--- config.mk ---
export PLATFORM = sky130hd
export DESIGN_NAME = regfile_write_arbiter_flat
export DESIGN_NICKNAME = d
export VERILOG_FILES = /design/src/rtl/regfile_write_arbiter_if.sv /design/src/rtl/regfile_write_arbiter.sv /design/src/flat_wrapper.sv
export SDC_FILE = /design/constraint.sdc
export NUM_CORES = 1
export LEC_CHECK = 0
export BUFFER_PORTS_ARGS = -buffer_cell sky130_fd_sc_hd__buf_4
export CAP_MARGIN = 0
export CORE_MARGIN = 2
export CORE_UTILIZATION = 40
export CTS_CLUSTER_DIAMETER = 30
export DETAILED_ROUTE_END_ITERATION = 8
export SLEW_MARGIN = 20
export SYNTH_ARGS = -nofsm -noshare
export SYNTH_HDL_FRONTEND = slang
export SYNTH_SLANG_ARGS = --single-unit
--- constraint.sdc ---
create_clock -name clk -period 2.8 [get_ports clk]
set_input_delay 0.14 -clock clk [delete_from_list [all_inputs] [get_ports clk]]
set_output_delay 0.14 -clock clk [all_outputs]
set_load 0.02 [all_outputs]
--- src/rtl/regfile_write_arbiter_if.sv ---
// Writeback bus between the two sources (A = ALU, B = load) and the
// register-file write arbiter, including the write port and status outputs.
interface regfile_write_arbiter_if #(
   parameter int DATA_W = 32,
   parameter int ADDR_W = 5
);
   logic              a_valid;
   logic              a_ready;
   logic [ADDR_W-1:0] a_addr;
   logic [DATA_W-1:0] a_data;
   logic              b_valid;
   logic              b_ready;
   logic [ADDR_W-1:0] b_addr;
   logic [DATA_W-1:0] b_data;
   logic              wr_en;
   logic [ADDR_W-1:0] wr_addr;
   logic [DATA_W-1:0] wr_data;
   logic              busy;
   logic [7:0]        drop_cnt;

   modport master (
      output a_valid, a_addr, a_data, b_valid, b_addr, b_data,
      input  a_ready, b_ready, wr_en, wr_addr, wr_data, busy, drop_cnt
   );

   modport slave (
      input  a_valid, a_addr, a_data, b_valid, b_addr, b_data,
      output a_ready, b_ready, wr_en, wr_addr, wr_data, busy, drop_cnt
   );
endinterface

--- src/rtl/regfile_write_arbiter.sv ---
// Shares the single register-file write port between ALU (A) and load (B) writebacks.
// Macro REGWR_RR_EN: round-robin arbitration; undefined: A priority with B starvation escape.
module regfile_write_arbiter #(
   parameter int DATA_W       = 32,
   parameter int ADDR_W       = 5,
   parameter int STARVE_LIMIT = 4
) (
   input logic                    clk,
   input logic                    reset,
   regfile_write_arbiter_if.slave bus
);
   localparam int SW = $clog2(STARVE_LIMIT + 1);

   logic              held_a_q, held_a_d;
   logic [ADDR_W-1:0] addr_a_q, addr_a_d;
   logic [DATA_W-1:0] data_a_q, data_a_d;
   logic              held_b_q, held_b_d;
   logic [ADDR_W-1:0] addr_b_q, addr_b_d;
   logic [DATA_W-1:0] data_b_q, data_b_d;
   logic              wr_en_q, wr_en_d;
   logic [ADDR_W-1:0] wr_addr_q, wr_addr_d;
   logic [DATA_W-1:0] wr_data_q, wr_data_d;
   logic [7:0]        drop_cnt_q, drop_cnt_d;
`ifdef REGWR_RR_EN
   logic              last_b_q, last_b_d;
`else
   logic [SW-1:0]     starve_q, starve_d;
`endif

   logic              grant_a_s, grant_b_s;
   logic              a_ready_s, b_ready_s;
   logic              acc_a_s, acc_b_s;
   logic              drop_a_s, drop_b_s;
   logic [8:0]        drop_sum_s;

   // Grant selection from registered state only, so ready never depends on valid.
   always_comb begin
      grant_a_s = 1'b0;
      grant_b_s = 1'b0;
      if (held_a_q && held_b_q) begin
`ifdef REGWR_RR_EN
         grant_b_s = !last_b_q;
`else
         grant_b_s = (starve_q >= SW'(STARVE_LIMIT));
`endif
         grant_a_s = !grant_b_s;
      end else begin
         grant_a_s = held_a_q;
         grant_b_s = held_b_q;
      end
   end

   assign a_ready_s = !held_a_q || grant_a_s;
   assign b_ready_s = !held_b_q || grant_b_s;
   assign acc_a_s   = bus.a_valid && a_ready_s;
   assign acc_b_s   = bus.b_valid && b_ready_s;
   assign drop_a_s  = acc_a_s && (bus.a_addr == ADDR_W'(0));
   assign drop_b_s  = acc_b_s && (bus.b_addr == ADDR_W'(0));
   assign drop_sum_s = {1'b0, drop_cnt_q} + 9'(drop_a_s) + 9'(drop_b_s);

   // Next-state for both holding slots; a same-cycle grant and accept refills without a bubble.
   always_comb begin
      held_a_d = held_a_q;
      addr_a_d = addr_a_q;
      data_a_d = data_a_q;
      held_b_d = held_b_q;
      addr_b_d = addr_b_q;
      data_b_d = data_b_q;
      if (acc_a_s && !drop_a_s) begin
         held_a_d = 1'b1;
         addr_a_d = bus.a_addr;
         data_a_d = bus.a_data;
      end else if (grant_a_s) begin
         held_a_d = 1'b0;
      end else begin
         held_a_d = held_a_q;
      end
      if (acc_b_s && !drop_b_s) begin
         held_b_d = 1'b1;
         addr_b_d = bus.b_addr;
         data_b_d = bus.b_data;
      end else if (grant_b_s) begin
         held_b_d = 1'b0;
      end else begin
         held_b_d = held_b_q;
      end
   end

   // Next-state for the write port, drop counter and arbitration history.
   always_comb begin
      wr_en_d   = grant_a_s || grant_b_s;
      wr_addr_d = wr_addr_q;
      wr_data_d = wr_data_q;
      if (grant_a_s) begin
         wr_addr_d = addr_a_q;
         wr_data_d = data_a_q;
      end else if (grant_b_s) begin
         wr_addr_d = addr_b_q;
         wr_data_d = data_b_q;
      end else begin
         wr_addr_d = wr_addr_q;
         wr_data_d = wr_data_q;
      end
      if (drop_sum_s > 9'd255) begin
         drop_cnt_d = 8'd255;
      end else begin
         drop_cnt_d = drop_sum_s[7:0];
      end
`ifdef REGWR_RR_EN
      if (grant_a_s || grant_b_s) begin
         last_b_d = grant_b_s;
      end else begin
         last_b_d = last_b_q;
      end
`else
      // Counter saturates at the limit; B then wins until granted.
      if (!held_b_q || grant_b_s) begin
         starve_d = '0;
      end else if (starve_q < SW'(STARVE_LIMIT)) begin
         starve_d = starve_q + SW'(1);
      end else begin
         starve_d = starve_q;
      end
`endif
   end

   // State registers with synchronous reset that discards any held entries.
   always_ff @(posedge clk) begin
      if (reset) begin
         held_a_q   <= 1'b0;
         addr_a_q   <= '0;
         data_a_q   <= '0;
         held_b_q   <= 1'b0;
         addr_b_q   <= '0;
         data_b_q   <= '0;
         wr_en_q    <= 1'b0;
         wr_addr_q  <= '0;
         wr_data_q  <= '0;
         drop_cnt_q <= 8'd0;
`ifdef REGWR_RR_EN
         last_b_q   <= 1'b0;
`else
         starve_q   <= '0;
`endif
      end else begin
         held_a_q   <= held_a_d;
         addr_a_q   <= addr_a_d;
         data_a_q   <= data_a_d;
         held_b_q   <= held_b_d;
         addr_b_q   <= addr_b_d;
         data_b_q   <= data_b_d;
         wr_en_q    <= wr_en_d;
         wr_addr_q  <= wr_addr_d;
         wr_data_q  <= wr_data_d;
         drop_cnt_q <= drop_cnt_d;
`ifdef REGWR_RR_EN
         last_b_q   <= last_b_d;
`else
         starve_q   <= starve_d;
`endif
      end
   end

   assign bus.a_ready  = a_ready_s;
   assign bus.b_ready  = b_ready_s;
   assign bus.wr_en    = wr_en_q;
   assign bus.wr_addr  = wr_addr_q;
   assign bus.wr_data  = wr_data_q;
   assign bus.drop_cnt = drop_cnt_q;
   assign bus.busy     = held_a_q || held_b_q || wr_en_q;
endmodule

--- src/flat_wrapper.sv ---
// flat-port wrapper written by rule: the top's interface ports become plain ports
module regfile_write_arbiter_flat 
#(
   parameter int DATA_W       = 32,
   parameter int ADDR_W       = 5,
   parameter int STARVE_LIMIT = 4
)
  (clk, reset, bus_a_valid, bus_a_addr, bus_a_data, bus_b_valid, bus_b_addr, bus_b_data, bus_a_ready, bus_b_ready, bus_wr_en, bus_wr_addr, bus_wr_data, bus_busy, bus_drop_cnt);
  regfile_write_arbiter_if #(.DATA_W(DATA_W), .ADDR_W(ADDR_W)) bus_i ();
  input logic clk;
  input logic reset;
  input wire logic [$bits(bus_i.a_valid)-1:0] bus_a_valid;
  input wire logic [$bits(bus_i.a_addr)-1:0] bus_a_addr;
  input wire logic [$bits(bus_i.a_data)-1:0] bus_a_data;
  input wire logic [$bits(bus_i.b_valid)-1:0] bus_b_valid;
  input wire logic [$bits(bus_i.b_addr)-1:0] bus_b_addr;
  input wire logic [$bits(bus_i.b_data)-1:0] bus_b_data;
  output wire logic [$bits(bus_i.a_ready)-1:0] bus_a_ready;
  output wire logic [$bits(bus_i.b_ready)-1:0] bus_b_ready;
  output wire logic [$bits(bus_i.wr_en)-1:0] bus_wr_en;
  output wire logic [$bits(bus_i.wr_addr)-1:0] bus_wr_addr;
  output wire logic [$bits(bus_i.wr_data)-1:0] bus_wr_data;
  output wire logic [$bits(bus_i.busy)-1:0] bus_busy;
  output wire logic [$bits(bus_i.drop_cnt)-1:0] bus_drop_cnt;
  assign bus_i.a_valid = bus_a_valid;
  assign bus_i.a_addr = bus_a_addr;
  assign bus_i.a_data = bus_a_data;
  assign bus_i.b_valid = bus_b_valid;
  assign bus_i.b_addr = bus_b_addr;
  assign bus_i.b_data = bus_b_data;
  assign bus_a_ready = bus_i.a_ready;
  assign bus_b_ready = bus_i.b_ready;
  assign bus_wr_en = bus_i.wr_en;
  assign bus_wr_addr = bus_i.wr_addr;
  assign bus_wr_data = bus_i.wr_data;
  assign bus_busy = bus_i.busy;
  assign bus_drop_cnt = bus_i.drop_cnt;
  regfile_write_arbiter #(.DATA_W(DATA_W), .ADDR_W(ADDR_W), .STARVE_LIMIT(STARVE_LIMIT)) u_core (.clk(clk), .reset(reset), .bus(bus_i));
endmodule
# Word-level counts from Yosys, hierarchy flattened
# Index checks and enable logic that the tools add are counted.
# totals
reg_bits	125
latchBits	0
ramBits	0
mem_bits_ro	0
input_bits	78
output_inout_bits	49
memories	0
# classes
n_addsub	3
n_mul	0
div_mod_pow	0
order_cmp	3
eq_ne	0
shift	0
mux	11
n_bitwise	0
n_reduce_logical	23
# op_table
operator	count
$mux W32	2
$logic_not A5 Y1	2
$mux W5	2
$add A8 B1 Y9	1
$add A9 B1 Y9	1
$gt A9 B8 Y1 const B	1
$mux W8	1
$logic_and A1 B1 Y1	7
$mux W1	6
$reduce_bool A2 Y1	3
$logic_not A1 Y1	5
$logic_or A1 B1 Y1	5
$add A3 B1 Y3 const B	1
$ge A3 B3 Y1 const B	1
$lt A3 B3 Y1 const B	1
$reduce_or A2 Y1	1

# Logic depth before layout (Yosys ltp)
# Gate-level depths: netlist of run 1.
# depth
depth_word	10
ltp_mapped	9
mapped_depth_nobuf	8

# Least setup slack after synthesis of run 1
# Ideal clock, no wire load.
# synth_timing
path_type	flip-flop to flip-flop
from	reg u_core.held_b_q
to	reg u_core.drop_cnt_q[7] (netlist: u_core.bus.drop_cnt[7])
setup_ps	131
arrival_ps	2285
required_time_ps	2669
path_slack_ps	384
path_stages_with_launch	10
path_buffers	1
synth_period_minus_slack_ps	2416
path_cell_list	dfxtp_1 > buf_4 > nand3b_1 > nand2_1 > nor3_1 > fa_1 > ha_1 > and4_1 > nor4b_1 > nor3b_1
# synth_between
word_cells_on_any_way	14
classes_between	2 x add/sub; 1 x order compare; 3 x mux; 8 x reduce/logical
# synth_rtl
item	line_no	source
from (decl)	regfile_write_arbiter.sv:17	logic held_b_q, held_b_d;
from (signal assigned)	regfile_write_arbiter.sv:149	held_b_q <= held_b_d;
$logic_and A1 B1 Y1	regfile_write_arbiter.sv:40	if (held_a_q && held_b_q) begin
$mux W1	regfile_write_arbiter.sv:40	
$logic_or A1 B1 Y1 (*)	regfile_write_arbiter.sv:54	assign b_ready_s = !held_b_q || grant_b_s;
net bus_b_ready	flat_wrapper.sv:19	output wire logic [$bits(bus_i.b_ready)-1:0] bus_b_ready;
$logic_and A1 B1 Y1 (*)	regfile_write_arbiter.sv:56	assign acc_b_s = bus.b_valid && b_ready_s;
$logic_and A1 B1 Y1 (*)	regfile_write_arbiter.sv:58	assign drop_b_s = acc_b_s && (bus.b_addr == ADDR_W'(0));
$add A9 B1 Y9 (*)	regfile_write_arbiter.sv:59	assign drop_sum_s = {1'b0, drop_cnt_q} + 9'(drop_a_s) + 9'(drop_b_s);
$gt A9 B8 Y1	regfile_write_arbiter.sv:104	if (drop_sum_s > 9'd255) begin
$mux W8 (*)	regfile_write_arbiter.sv:104	
to (signal assigned)	regfile_write_arbiter.sv:155	drop_cnt_q <= drop_cnt_d;
to (decl)	regfile_write_arbiter.sv:23	logic [7:0] drop_cnt_q, drop_cnt_d;
# The timed path passes the listed nets; every way through them passes the cells marked *.
# A chain may end at the register's enable or synchronous reset.

# Final worst setup path of run 1
# layout_timing
from	in bus_a_addr[1]
to	reg u_core.drop_cnt_q[0] (netlist: u_core.bus.drop_cnt[0])
# layout_between
elab_chain_cells	6
# layout_rtl
item	line_no	source
from (decl)	flat_wrapper.sv:13	input wire logic [$bits(bus_i.a_addr)-1:0] bus_a_addr;
$logic_not A5 Y1 (*)	regfile_write_arbiter.sv:57	assign drop_a_s = acc_a_s && (bus.a_addr == ADDR_W'(0));
$logic_and A1 B1 Y1 (*)	regfile_write_arbiter.sv:57	
$add A8 B1 Y9 (*)	regfile_write_arbiter.sv:59	
$add A9 B1 Y9 (*)	regfile_write_arbiter.sv:59	
$gt A9 B8 Y1	regfile_write_arbiter.sv:104	
$mux W8 (*)	regfile_write_arbiter.sv:104	
# Every way passes the cells marked *; elsewhere a longest branch is shown, timed or not.

==> results of run 1 <==
[worst min-delay path, delay by kind of cell]
family / cells / cell delay [ns]
multiplexers: 1 / 0.07
AND/OR/NAND/NOR: 1 / 0.06
buffers and inverters: 1 / 0.11
[power by group through the flow]
stage / combinational (mW) / sequential (mW) / clock (mW)
detailed placement: 0.589 / 2.00 / 0
global placement: 0.577 / 2.00 / 0
floorplan: 0.317 / 2.04 / 0
CTS: 0.637 / 1.97 / 2.25
finish: 0.629 / 1.97 / 2.20
global route: 0.685 / 1.98 / 2.32
[flip-flops by register name, indices dropped and copies added (netlist names)]
register and flops:
u_core.data_a_q 32, u_core.bus.wr_addr 5, u_core.starve_q 3, u_core.bus.wr_data 32, u_core.addr_b_q 5, u_core.held_a_q 1, u_core.bus.wr_en 1, u_core.bus.drop_cnt 8
u_core.addr_a_q 5, u_core.data_b_q 32, u_core.held_b_q 1
[layer usage]
| layer | track usage, % | vias up | wire length [µm] |
|---|---|---|---|
| met4 | 7.03 | 0 | 197 |
| met5 | 0 | - | 0 |
| met2 | 29.5 | 120 | 6630 |
| met3 | 4.72 | 14 | 655 |
| li1 | - | 2346 | - |
| met1 | 23.7 | 2214 | 6520 |
[metrics by stage]
| step | hold slack, ns | area [µm²] | total power, mW | setup WS (ns) | cells |
|---|---|---|---|---|---|
| after floorplan | 0.295 | 5720 | 2.36 | 0.384 | 605 |
| after global placement | 0.410 | 6690 | 2.58 | 0.506 | 872 |
| after detailed placement | 0.417 | 6690 | 2.59 | 0.415 | 872 |
| after CTS | 0.000177 | 7690 | 4.85 | 0.346 | 944 |
| after global routing | 0.00845 | 7690 | 4.99 | 0.155 | 944 |
| final | 0.0108 | 7690 | 4.80 | 0.317 | 944 |
[worst max-delay path by stage]
stage,from,to,slack (ns),cells after the start
after floorplan,u_core.held_b_q,u_core.bus.drop_cnt[7],0.38,9
after global placement,u_core.starve_q[2],u_core.bus.drop_cnt[7],0.51,8
after detailed placement,u_core.starve_q[2],u_core.bus.drop_cnt[7],0.42,8
after CTS,bus_a_addr[1],u_core.bus.drop_cnt[1],0.35,9
after global routing,bus_a_addr[1],u_core.bus.drop_cnt[0],0.16,9
final,bus_a_addr[1],u_core.bus.drop_cnt[0],0.32,9
[layout make-up]
| cell class | count | area share (%) |
|---|---|---|
| flip-flops and latches | 125 | 32.5 |
| inverters | 36 | 1.76 |
| multi-input cells | 397 | 36.6 |
| clock buffers | 26 | 6.75 |
| well taps | 180 | 2.93 |
| clock inverters | 6 | 1.04 |
| repair buffers | 174 | 18.4 |
[synthesized netlist by cell type, drive strengths merged (8+ instances only)]
library cell and count:
nor3b 31, inv 36, a211oi 8, clkbuf 34
buf 13, dfxtp 125, nor2b 8, mux2i 68
a2111oi 30, nand2b 141, nor2 45
[kinds of logic after synthesis]
kind of cell,after synthesis,synth area share (%)
xor+xnor,2,0.306
simple gates,262,27.5
compound gates,62,8.49
buf+inv,83,7.26
mux,68,11.9
flops,125,43.7
fa+ha+maj,3,0.787
==> summary.md, run 1 <==
| Metric | Value |
|---|---|
| Outcome | complete, no violations |
| Total clock sinks | 125 |
| Largest net degree at the start of global routing | approximately 150 |
| Post-route clock period utilization | about nine tenths |
| Netlist cell types | 43 |
| Setup total negative slack | 0 ns |
| Cell count after synthesis | between 600 and 700 |
| H-tree depth reported by CTS | 4 |
| CTS clock-pin slew for the worst setup and hold paths | 0.05 ns |
| Area taken by multi-input logic gates | about 2800 µm² |
| Initial Utilization | roughly two fifths |
| Antenna violations before repair | 0 |
| Total via count in the routed design | 4694 |
| Number of max-cap violations | 0 |
| Routed length per placed instance | between 10 and 15 µm |
| Final clock skew | 0.00575 ns |
| Achievable Freq | around 0.40 GHz |
| Number of hold violations in the final report | 0 |
| Utilization after layout | a little under three fifths |
| Crit path capture type | flop |
| Total Die Area | 15300 µm² |
| Start point of the worst hold path | bus_b_data[9] |
| Area share of the leading cell type in the synthesized netlist | 43.7% |
| Sort of element at the start of the critical path | input port |
| Antenna viol nets, final | 0 |
| Hold Buf Count CTS | 40 |
| Total Routing Usage GR | 18.4% |
| Die outline width | 124 µm |
| Tightest slew margin relative to the limit | 47.5% |
| Flip-flop and latch count after synthesis | 125 |
| Async set-reset flop share out of synthesis | 0% |
| Global-route wire length before repair | 21700 µm |
| Post-Synthesis Mean Instance Area | 9.46 µm² |
| Final layout net count | 832 |
| I/O Buffers | 126 |
| Kind of cell with the highest combined delay on the critical path | simple AND/OR/NAND/NOR gates |
| Number of buffers added by the clock tree synthesis step | 17 |
| Estimated wirelength of the detail-placed design | 8820 µm |
| Total power per unit cell area | 623 nW/µm² |
| Worst flop-to-flop path endpoint | u_core.bus.drop_cnt[7] |
| Via count of the first global-routing pass | 4430 |
| Post_cts resized | 0 |
| Fill cells | 1217 |
| Worst R2R Setup Slack | about 0.4 ns |
| Portion of total power attributed to the clock network | between 40% and 50% |
| Clock latency on the worst-skew pair | 0.41 ns |
| Post-CTS setup buffers | 0 |
| Tightest Pin Transition | 0.787 ns |
| Worst-path cell with the longest stage delay | dlygate4sd3_1 |
| Most used cells in the layout excluding fill and tap cells | nand2b_1 (141), buf_4 (133), dfxtp_1 (125) |
| Num rows | 43 |
| Num ports | ~130 |
| Cells on worst reg2reg path | 8 |
| Syn Nets | 686 |
| Number of max-slew violations in the final report | 0 |
| Sequential share of power | 41.0% |
| Cell area after synthesis | 5720 µm² |
| Final Critical Period | 2.48 ns |
| Start of the worst register-to-register path | u_core.starve_q[2] |
| Internal Pwr Total | 3.67 mW |
| Peak ir drop on the vdd network | between 0.4 and 0.5 mV |
| Clock root buffer master | clkbuf_16 |
| Leading register cell type out of synthesis | dfxtp_1 |
| Worst Path Class, Setup | input port to flop |
| Footprint of the flip-flops and latches | 2500 µm² |
| Final Wtd Congestion | 0.790 |
| Top area cells in the synthesized netlist | dfxtp_1 (44%), nand2b_1 (15%), mux2i_1 (12%) |
| Number of synthesized flops with an enable pin | 0 |
| Number of cells on the worst hold path | 3 |
| Vias per inst | 4.97 |
| RSZ-0062 raised after global routing | false |
| Total leakage power | about 3.3 nW |
| Sw Pwr | approximately 1.1 mW |
| Commonest non-fill, non-tap cell in the layout | nand2b_1 |
| Maximum clock path buffer count | 2 |
| Floorplan core area | about 14000 µm² |
| Grt total ovfl | 0 |
| Fraction of power spent switching nets | 23.4% |
| Total of warnings raised by yosys | 0 |
| DR iter-0 viols | 295 |
| Buffer and inverter count on the worst path | 2 |
| Combinational cell fraction of total power | a little over an eighth |
| Number of detailed-routing iterations run before antenna repair | 7 |
| Library cell with the largest summed area after synthesis | dfxtp_1 |
| Proportion of synthesized chip area in sequential cells | about 44% |
| Hold crit path type | input port to flop |
| Cell breakdown of the critical path | dlygate4sd3_1 > buf_4 > or4_4 > nor3_1 > fa_1 > ha_1 > and4_1 > nand4_1 > a21oi_1 |
| Number of remaining DRC errors | 0 |
| Antenna Diode Count | 0 |
| Final setup violation count | 0 |
| Maximum fanout count along the critical path | 5 |
| Wirelength, routed | 14000 µm |
| TritonCTS clock tree | built |
| Slowest Stage Delay on Critical Path | roughly 0.53 ns |
| Die boundary height | 124 µm |
| Required time of the critical path | 3.14 ns |
| Hold worst-path end | u_core.data_b_q[9] |
| Area growth syn-to-layout | 34.5% |
| Data arrival time of the worst path | 2.82 ns |
| Share of post-route cells with drive strength above 1 | between 20% and 30% |
Power figures use the tool's default switching activity.
==> run 2, diff against run 1 <==
- CORE_ASPECT_RATIO: unset -> 1.4
==> run 2 against run 1 <==
Against the previous run:
- clock power shrank 2%
- largest power group unchanged
- sequential share of layout area is 0.79 points higher
- core utilization fell by 1.5 points
- cell count decreased by 1.2%
- design area down 2.4%
- first-iteration DRC count shrank 38%
- fmax up 4.7%
- via count shrank 1.4%
- worst setup slack better by 0.11 ns
==> summary.md, run 2 (same netlist as run 1, synthesis figures left out) <==
| Metric | Value |
|---|---|
| Total Die Area | 15300 µm² (about the same) |
| Outcome | complete, no violations |
| I/O Buffers | 126 (unchanged) |
| Wirelength, routed | 14000 µm (-0.26%) |
| Maximum fanout count along the critical path | 6 (+1) |
| Final Wtd Congestion | 0.721 (-8.8%) |
| Worst Path Class, Setup | flop to flop |
| Final clock skew | 0.0150 ns (+0.00924 ns) |
| Total clock sinks | 125 (unchanged) |
| Estimated wirelength of the detail-placed design | 9080 µm (+2.9%) |
| Maximum clock path buffer count | 2 (unchanged) |
| Max layer used | met4 |
| Total leakage power | 3.18 nW (-2.6%) |
| Share of post-route cells with drive strength above 1 | 22.6% (+0.34 points) |
| CTS clock-pin slew for the worst setup and hold paths | 0.05 ns (about the same) |
| Antenna violations before repair | 0 (unchanged) |
| Antenna viol nets, final | 0 (unchanged) |
| Number of placed instances with taps included | 878 (+0.69%) |
| RSZ-0062 raised after global routing | false |
| Area taken by multi-input logic gates | 2810 µm² (-0.27%) |
| Clock root buffer master | clkbuf_16 |
| Number of detailed-routing iterations run before antenna repair | 6 (-1) |
| Die boundary height | 146 µm (+18%) |
| Tightest slew margin relative to the limit | 45.8% (-1.7 points) |
| H-tree depth reported by CTS | 4 (unchanged) |
| Commonest non-fill, non-tap cell in the layout | nand2b_1 |
| Non-Filler Instances | 933 (-1.2%) |
| Total power per unit cell area | 629 nW/µm² (+0.86%) |
| Hold crit path type | input port to flop |
| Area growth syn-to-layout | 31.3% |
| Setup total negative slack | 0 ns (unchanged) |
| Floorplan core area | 14000 µm² (+0.29%) |
| Number of hold violations in the final report | 0 (unchanged) |
| Via count of the first global-routing pass | 4592 (+3.7%) |
| Antenna Diode Count | 0 (unchanged) |
| Fill cells | 1279 (+5.1%) |
| Routed length per placed instance | 15.0 µm (+0.91%) |
| Sort of element at the start of the critical path | flop |
| Post-route clock period utilization | 84.7% (-4.0 points) |
| Die outline width | 105 µm (-15%) |
| Peak ir drop on the vdd network | 0.317 mV (-23%) |
| DR iter-0 viols | 184 (-38%) |
| Number of remaining DRC errors | 0 (unchanged) |
| TritonCTS clock tree | built |
| Post-CTS setup buffers | 0 (unchanged) |
| Global-route wire length before repair | 22700 µm (+4.5%) |
| Most used cells in the layout excluding fill and tap cells | nand2b_1 (141), buf_4 (134), dfxtp_1 (125) |
| Num ports | 127 (unchanged) |
| Final Critical Period | 2.37 ns (-0.112 ns) |
| Met1 wire length | 6040 µm (-7.3%) |
| Total Routing Usage GR | 18.5% (+0.089 points) |
| Initial Utilization | 40.9% (-0.12 points) |
| Data arrival time of the worst path | 2.63 ns (-0.19 ns) |
| Num rows | 51 (+19%) |
| Met3 wirelength from detailed routing | 446 µm (-32%) |
| Met2 wire length | 7290 µm (+10%) |
| Largest net degree at the start of global routing | 100 (-33%) |
| Achievable Freq | 0.422 GHz (+4.7%) |
| Final total power | 4.72 mW (-1.5%) |
| Footprint of the flip-flops and latches | 2500 µm² (unchanged) |
| Grt total ovfl | 0 (unchanged) |
| Clock latency on the worst-skew pair | 0.41 ns (about the same) |
| Crit path capture type | flop |
| Vias per inst | 4.96 (-0.27%) |
| Number of max-cap violations | 0 (unchanged) |
| Tightest Pin Transition | 0.813 ns (+0.0256 ns) |
| Number of buffers added by the clock tree synthesis step | 17 (unchanged) |
| Final layout net count | 816 (-1.9%) |
| Required time of the critical path | 3.06 ns (-0.08 ns) |
| Final setup violation count | 0 (unchanged) |
| Number of max-slew violations in the final report | 0 (unchanged) |
| Total via count in the routed design | 4627 (-1.4%) |
==> run 2: per-layer routing <==
metal	track usage (%)	vias up
li1	-	2303
met1	21.9	2217
met2	32.6	92
met3	3.94	15
met4	6.60	0
met5	0	-
==> run 2: area by class of cell <==
| cell class | count | share of cell area (%) |
|---|---|---|
| Clock buffer | 26 | 6.64 |
| Clock inverter | 6 | 1.10 |
| Inverter | 36 | 1.80 |
| Multi-Input combinational cell | 397 | 37.4 |
| Sequential cell | 125 | 33.3 |
| Tap cell | 185 | 3.08 |
| Timing Repair Buffer | 158 | 16.7 |
==> run 2: path summary, 6_finish.rpt <==
path                      start                     end  slack [ns]  cells past startpoint
max reg2reg  u_core.starve_q[2]  u_core.bus.drop_cnt[7]        0.43                      8
min              bus_b_data[28]     u_core.data_b_q[28]        0.01                      3
max          u_core.starve_q[2]  u_core.bus.drop_cnt[7]        0.43                      8
min reg2reg  u_core.starve_q[0]      u_core.starve_q[0]        0.43                      1
==> run 2: where the power goes <==
part | switching, mW | leakage [nW] | internal [mW]
sequential | 0.0680 | 1.03 | 1.90
clock | 0.747 | 0.284 | 1.40
combinational | 0.296 | 1.86 | 0.311
total | 1.11 | 3.18 | 3.61
==> run 2: metrics by stage <==
stage	area, µm²	hold WS, ns	setup WS [ns]	util (%)
2_1_floorplan	5720	0.295	0.384	-
3_3_place_gp	6700	0.411	0.515	48.0
3_5_place_dp	6700	0.418	0.426	48.0
4_1_cts	7510	0.000394	0.442	53.8
5_1_grt	7510	0.00887	0.205	53.8
6_report	7510	0.0113	0.429	53.8
==> run 2: critical path: stages, from the launching register on <==
cell and delay [ns]:
dfxtp_1 0.40, nand3_1 0.22, nand2_1 0.19, nor3_1 0.08, fa_1 0.42, ha_1 0.26, and4_1 0.26, nor4b_1 0.31
nor3b_1 0.08
==> run 2: repair_timing <==
action                                 4_1_cts  5_1_grt
gates resized for setup                      0        0
hold buffers                                23        0
endpoints found under the hold margin       23        0
==> run 3, diff against run 2 <==
- ABC_AREA: unset -> 1
- clock period: 2.8 -> 2.04 ns (I/O delays scaled with it)
==> run 3 against run 2 <==
Against the previous run:
- clock power rose by 38%
- critical endpoint unchanged
- synthesized cell count rose by 27%
- sequential power rose by 36%
- flip-flop and latch count did not move
- wire length rose by 5.2%
- combinational power rose by 31%
- clock skew fell by 0.0069 ns
- cell count rose by 19%
- register-to-register slack got worse by 0.28 ns
- design area fell by 0.55%
- die area fell by 4.3%
- global-route usage rose by 2.2 points
==> summary.md, run 3 <==
| Metric | Value |
|---|---|
| Total power per unit cell area | 863 nW/µm² (+37%) |
| Worst R2R Setup Slack | 0.15 ns (-0.28 ns) |
| Antenna viol nets, final | 0 (unchanged) |
| Tightest slew margin relative to the limit | 45.8% (about the same) |
| Worst Path Class, Setup | flop to flop |
| Data arrival time of the worst path | 2.19 ns (-0.44 ns) |
| TritonCTS clock tree | built |
| Sequential share of power | 41.6% (about the same) |
| Fraction of power spent switching nets | 23.6% (+0.11 points) |
| Outcome | complete, no violations |
| Global-route wire length before repair | 23700 µm (+4.5%) |
| Post-route clock period utilization | 92.5% (+7.8 points) |
| Grt total ovfl | 0 (unchanged) |
| Total via count in the routed design | 5256 (+14%) |
| Sort of element at the start of the critical path | flop |
| H-tree depth reported by CTS | 4 (unchanged) |
| Area growth syn-to-layout | 36.7% |
| Total Die Area | 14600 µm² (-4.3%) |
| Via count of the first global-routing pass | 5090 (+11%) |
| Start of the worst register-to-register path | u_core.held_b_q |
| Area taken by multi-input logic gates | 2510 µm² (-10%) |
| Library cell with the largest summed area after synthesis | dfxtp_1 |
| Number of cells on the worst hold path | 4 (+1) |
| Cells on worst reg2reg path | 10 (+2) |
| Vias per inst | 4.74 (-4.3%) |
| Cell count after synthesis | 768 (+27%) |
| Cell area after synthesis | 5470 µm² (-4.4%) |
| Num rows | 50 (-2.0%) |
| Final Critical Period | 1.89 ns (-0.485 ns) |
| Initial Utilization | 40.8% (-0.10 points) |
| Die outline width | 103 µm (-2.2%) |
| Most used cells in the layout excluding fill and tap cells | nand2_1 (242), buf_4 (144), dfxtp_1 (123) |
| Utilization after layout | 55.8% (+2.0 points) |
| Setup total negative slack | 0 ns (unchanged) |
| Syn Nets | 849 (+24%) |
| Num ports | 127 (unchanged) |
| Largest net degree at the start of global routing | 76 (-24%) |
| Combinational cell fraction of total power | 12.4% (-0.4 points) |
| Antenna Diode Count | 0 (unchanged) |
| Internal Pwr Total | 4.92 mW (+36%) |
| Achievable Freq | 0.530 GHz (+26%) |
| Flip-flop and latch count after synthesis | 125 (unchanged) |
| CTS clock-pin slew for the worst setup and hold paths | 0.05 ns (about the same) |
| Total clock sinks | 125 (unchanged) |
| Estimated wirelength of the detail-placed design | 9550 µm (+5.2%) |
| Area share of the leading cell type in the synthesized netlist | 45.8% (+2.0 points) |
| Commonest non-fill, non-tap cell in the layout | nand2_1 |
| Number of detailed-routing iterations run before antenna repair | 5 (-1) |
| Final layout net count | 995 (+22%) |
| Peak ir drop on the vdd network | 0.490 mV (+54%) |
| Leading register cell type out of synthesis | dfxtp_1 |
| Maximum fanout count along the critical path | 4 (-2) |
| Total leakage power | 3.72 nW (+17%) |
| Async set-reset flop share out of synthesis | 0% (unchanged) |
| Final setup violation count | 0 (unchanged) |
| Start point of the worst hold path | bus_a_data[5] |
| Number of hold violations in the final report | 0 (unchanged) |
| Final worst-path setup slack | 0.153 ns (-0.275 ns) |
| Total of warnings raised by yosys | 0 (unchanged) |
| Sw Pwr | 1.52 mW (+37%) |
| Number of synthesized flops with an enable pin | 0 (unchanged) |
| Wirelength, routed | 14700 µm (+5.2%) |
| Post-Synthesis Mean Instance Area | 7.12 µm² (-25%) |
| Total Routing Usage GR | 20.6% (+2.2 points) |
| Fill cells | 1342 (+4.9%) |
| Clock root buffer master | clkbuf_16 |
| Hold worst-path end | u_core.data_a_q[5] |
| Hold crit path type | input port to flop |
| Floorplan core area | 13400 µm² (-4.2%) |
| Crit path capture type | flop |
| Pre-CTS worst setup slack | 0.0419 ns (-0.384 ns) |
| Proportion of synthesized chip area in sequential cells | 45.8% (+2.0 points) |
| Tightest Pin Transition | 0.813 ns (+0.000234 ns) |
| Final total power | 6.45 mW (+36%) |
| Leading cell types by count after synthesis | nand2_1 (242), dfxtp_1 (125), nor2_1 (119) |
| Clock latency on the worst-skew pair | 0.41 ns (about the same) |
| Number of remaining DRC errors | 0 (unchanged) |
| Required time of the critical path | 2.34 ns (-0.72 ns) |
| Number of buffers added by the clock tree synthesis step | 17 (unchanged) |
| I/O Buffers | 126 (unchanged) |
| Number of max-cap violations | 0 (unchanged) |
| Worst flop-to-flop path endpoint | u_core.bus.drop_cnt[7] |
| Routed length per placed instance | 13.2 µm (-11%) |
| Portion of total power attributed to the clock network | 46.1% (+0.6 points) |
| Maximum clock path buffer count | 2 (unchanged) |
| Die boundary height | 142 µm (-2.2%) |
| Footprint of the flip-flops and latches | 2500 µm² (about the same) |
| Netlist cell types | 23 (-47%) |
| Antenna violations before repair | 0 (unchanged) |
| Most repeated cell in the gate-level netlist after synthesis | nand2_1 |
| Number of max-slew violations in the final report | 0 (unchanged) |
| Final Wtd Congestion | 0.770 (+6.8%) |
| DR iter-0 viols | 222 (+21%) |
| Final clock skew | 0.00811 ns (-0.00687 ns) |
| Top area cells in the synthesized netlist | dfxtp_1 (46%), nand2_1 (17%), nand3b_1 (9.6%) |
| Share of post-route cells with drive strength above 1 | 20.7% (-1.9 points) |
-- run 3: cell types whose count changed after synthesis, moves of 16 or more --
cell       previous run  this run
a2111oi_0            30         0
nand3_1               4        44
nand3b_1              1        70
nor2_1               45       119
mux2i_1              68         0
nand2b_1            141         0
a21oi_1               7        47
inv_1                36        52
nor3b_1              31         0
nand2_1               4       242
-- run 3: repair_timing --
action                                 4_1_cts  5_1_grt
hold buffers                                28        1
setup endpoints to repair                    0        8
resized for setup                            0        7
endpoints found under the hold margin       34        1
setup buffers                                0        2
-- run 3: worst max-delay path, stage by stage, from the launching register on --
cell,delay [ns]
dfxtp_1,0.41
nand3_2,0.13
nand2_2,0.09
nor2_1,0.06
fa_2,0.34
ha_2,0.20
nand2_1,0.11
nor2_4,0.05
buf_4,0.13
nor3_1,0.19
nor2_1,0.06
-- run 3: layer usage --
metal  routed length [µm]  vias to the layer above  global-route usage (%)
met5                    0                        -                       0
met4                  172                        0                    6.37
met3                  675                       15                    6.39
met2                 7580                      117                    34.9
met1                 6250                     2432                    24.8
li1                     -                     2692                       -
-- run 3: final cells by class --
cell class                      instances  share of cell area (%)
Clock buffer                           25                    6.76
Clock inverter                          6                    1.11
Inverter                               55                    2.78
Multi-Input combinational cell        539                    33.6
Sequential cell                       125                    33.5
Tap cell                              182                    3.05
Timing Repair Buffer                  176                    19.2
-- run 3: power groups by stage --
stage	combinational [mW]	clock [mW]	sequential [mW]
floorplan	0.430	0	2.76
global placement	0.751	0	2.72
detailed placement	0.761	0	2.73
CTS	0.807	3.02	2.68
global route	0.894	3.13	2.69
finish	0.798	2.97	2.68
-- run 3: cell families (layout without fill, tap and decap cells) --
kind of cell	Yosys count	count (layout)	synth area share, %
AO/OA/AOI/OAI	50	50	4.65
XOR/XNOR	3	3	0.481
buffers and inverters	104	262	8.81
AND/OR/NAND/NOR	483	483	39.5
adder cells (fa/ha/maj)	3	3	0.824
flip-flops	125	125	45.8
-- run 3: worst max path at each step --
stage / slack [ns] / cells after the start / to / from
after global routing: -0.02 / 12 / u_core.bus.drop_cnt[4] / bus_b_addr[3]
after CTS: 0.03 / 11 / u_core.bus.drop_cnt[6] / u_core.starve_q[2]
after floorplan: 0.04 / 11 / u_core.bus.drop_cnt[5] / u_core.held_b_q
final: 0.15 / 10 / u_core.bus.drop_cnt[7] / u_core.held_b_q
after global placement: 0.16 / 10 / u_core.bus.drop_cnt[6] / u_core.held_a_q
after detailed placement: 0.04 / 11 / u_core.bus.drop_cnt[4] / u_core.starve_q[2]
-- run 3: per-stage QoR --
step / instance area, µm² / instances / hold slack, ns
global placement: 6560 / 1046 / 0.381
detailed placement: 6560 / 1046 / 0.382
floorplan: 5470 / 768 / 0.214
CTS: 7430 / 1105 / 0.0000586
finish: 7470 / 1108 / 0.0121
global route: 7470 / 1108 / 0.00659
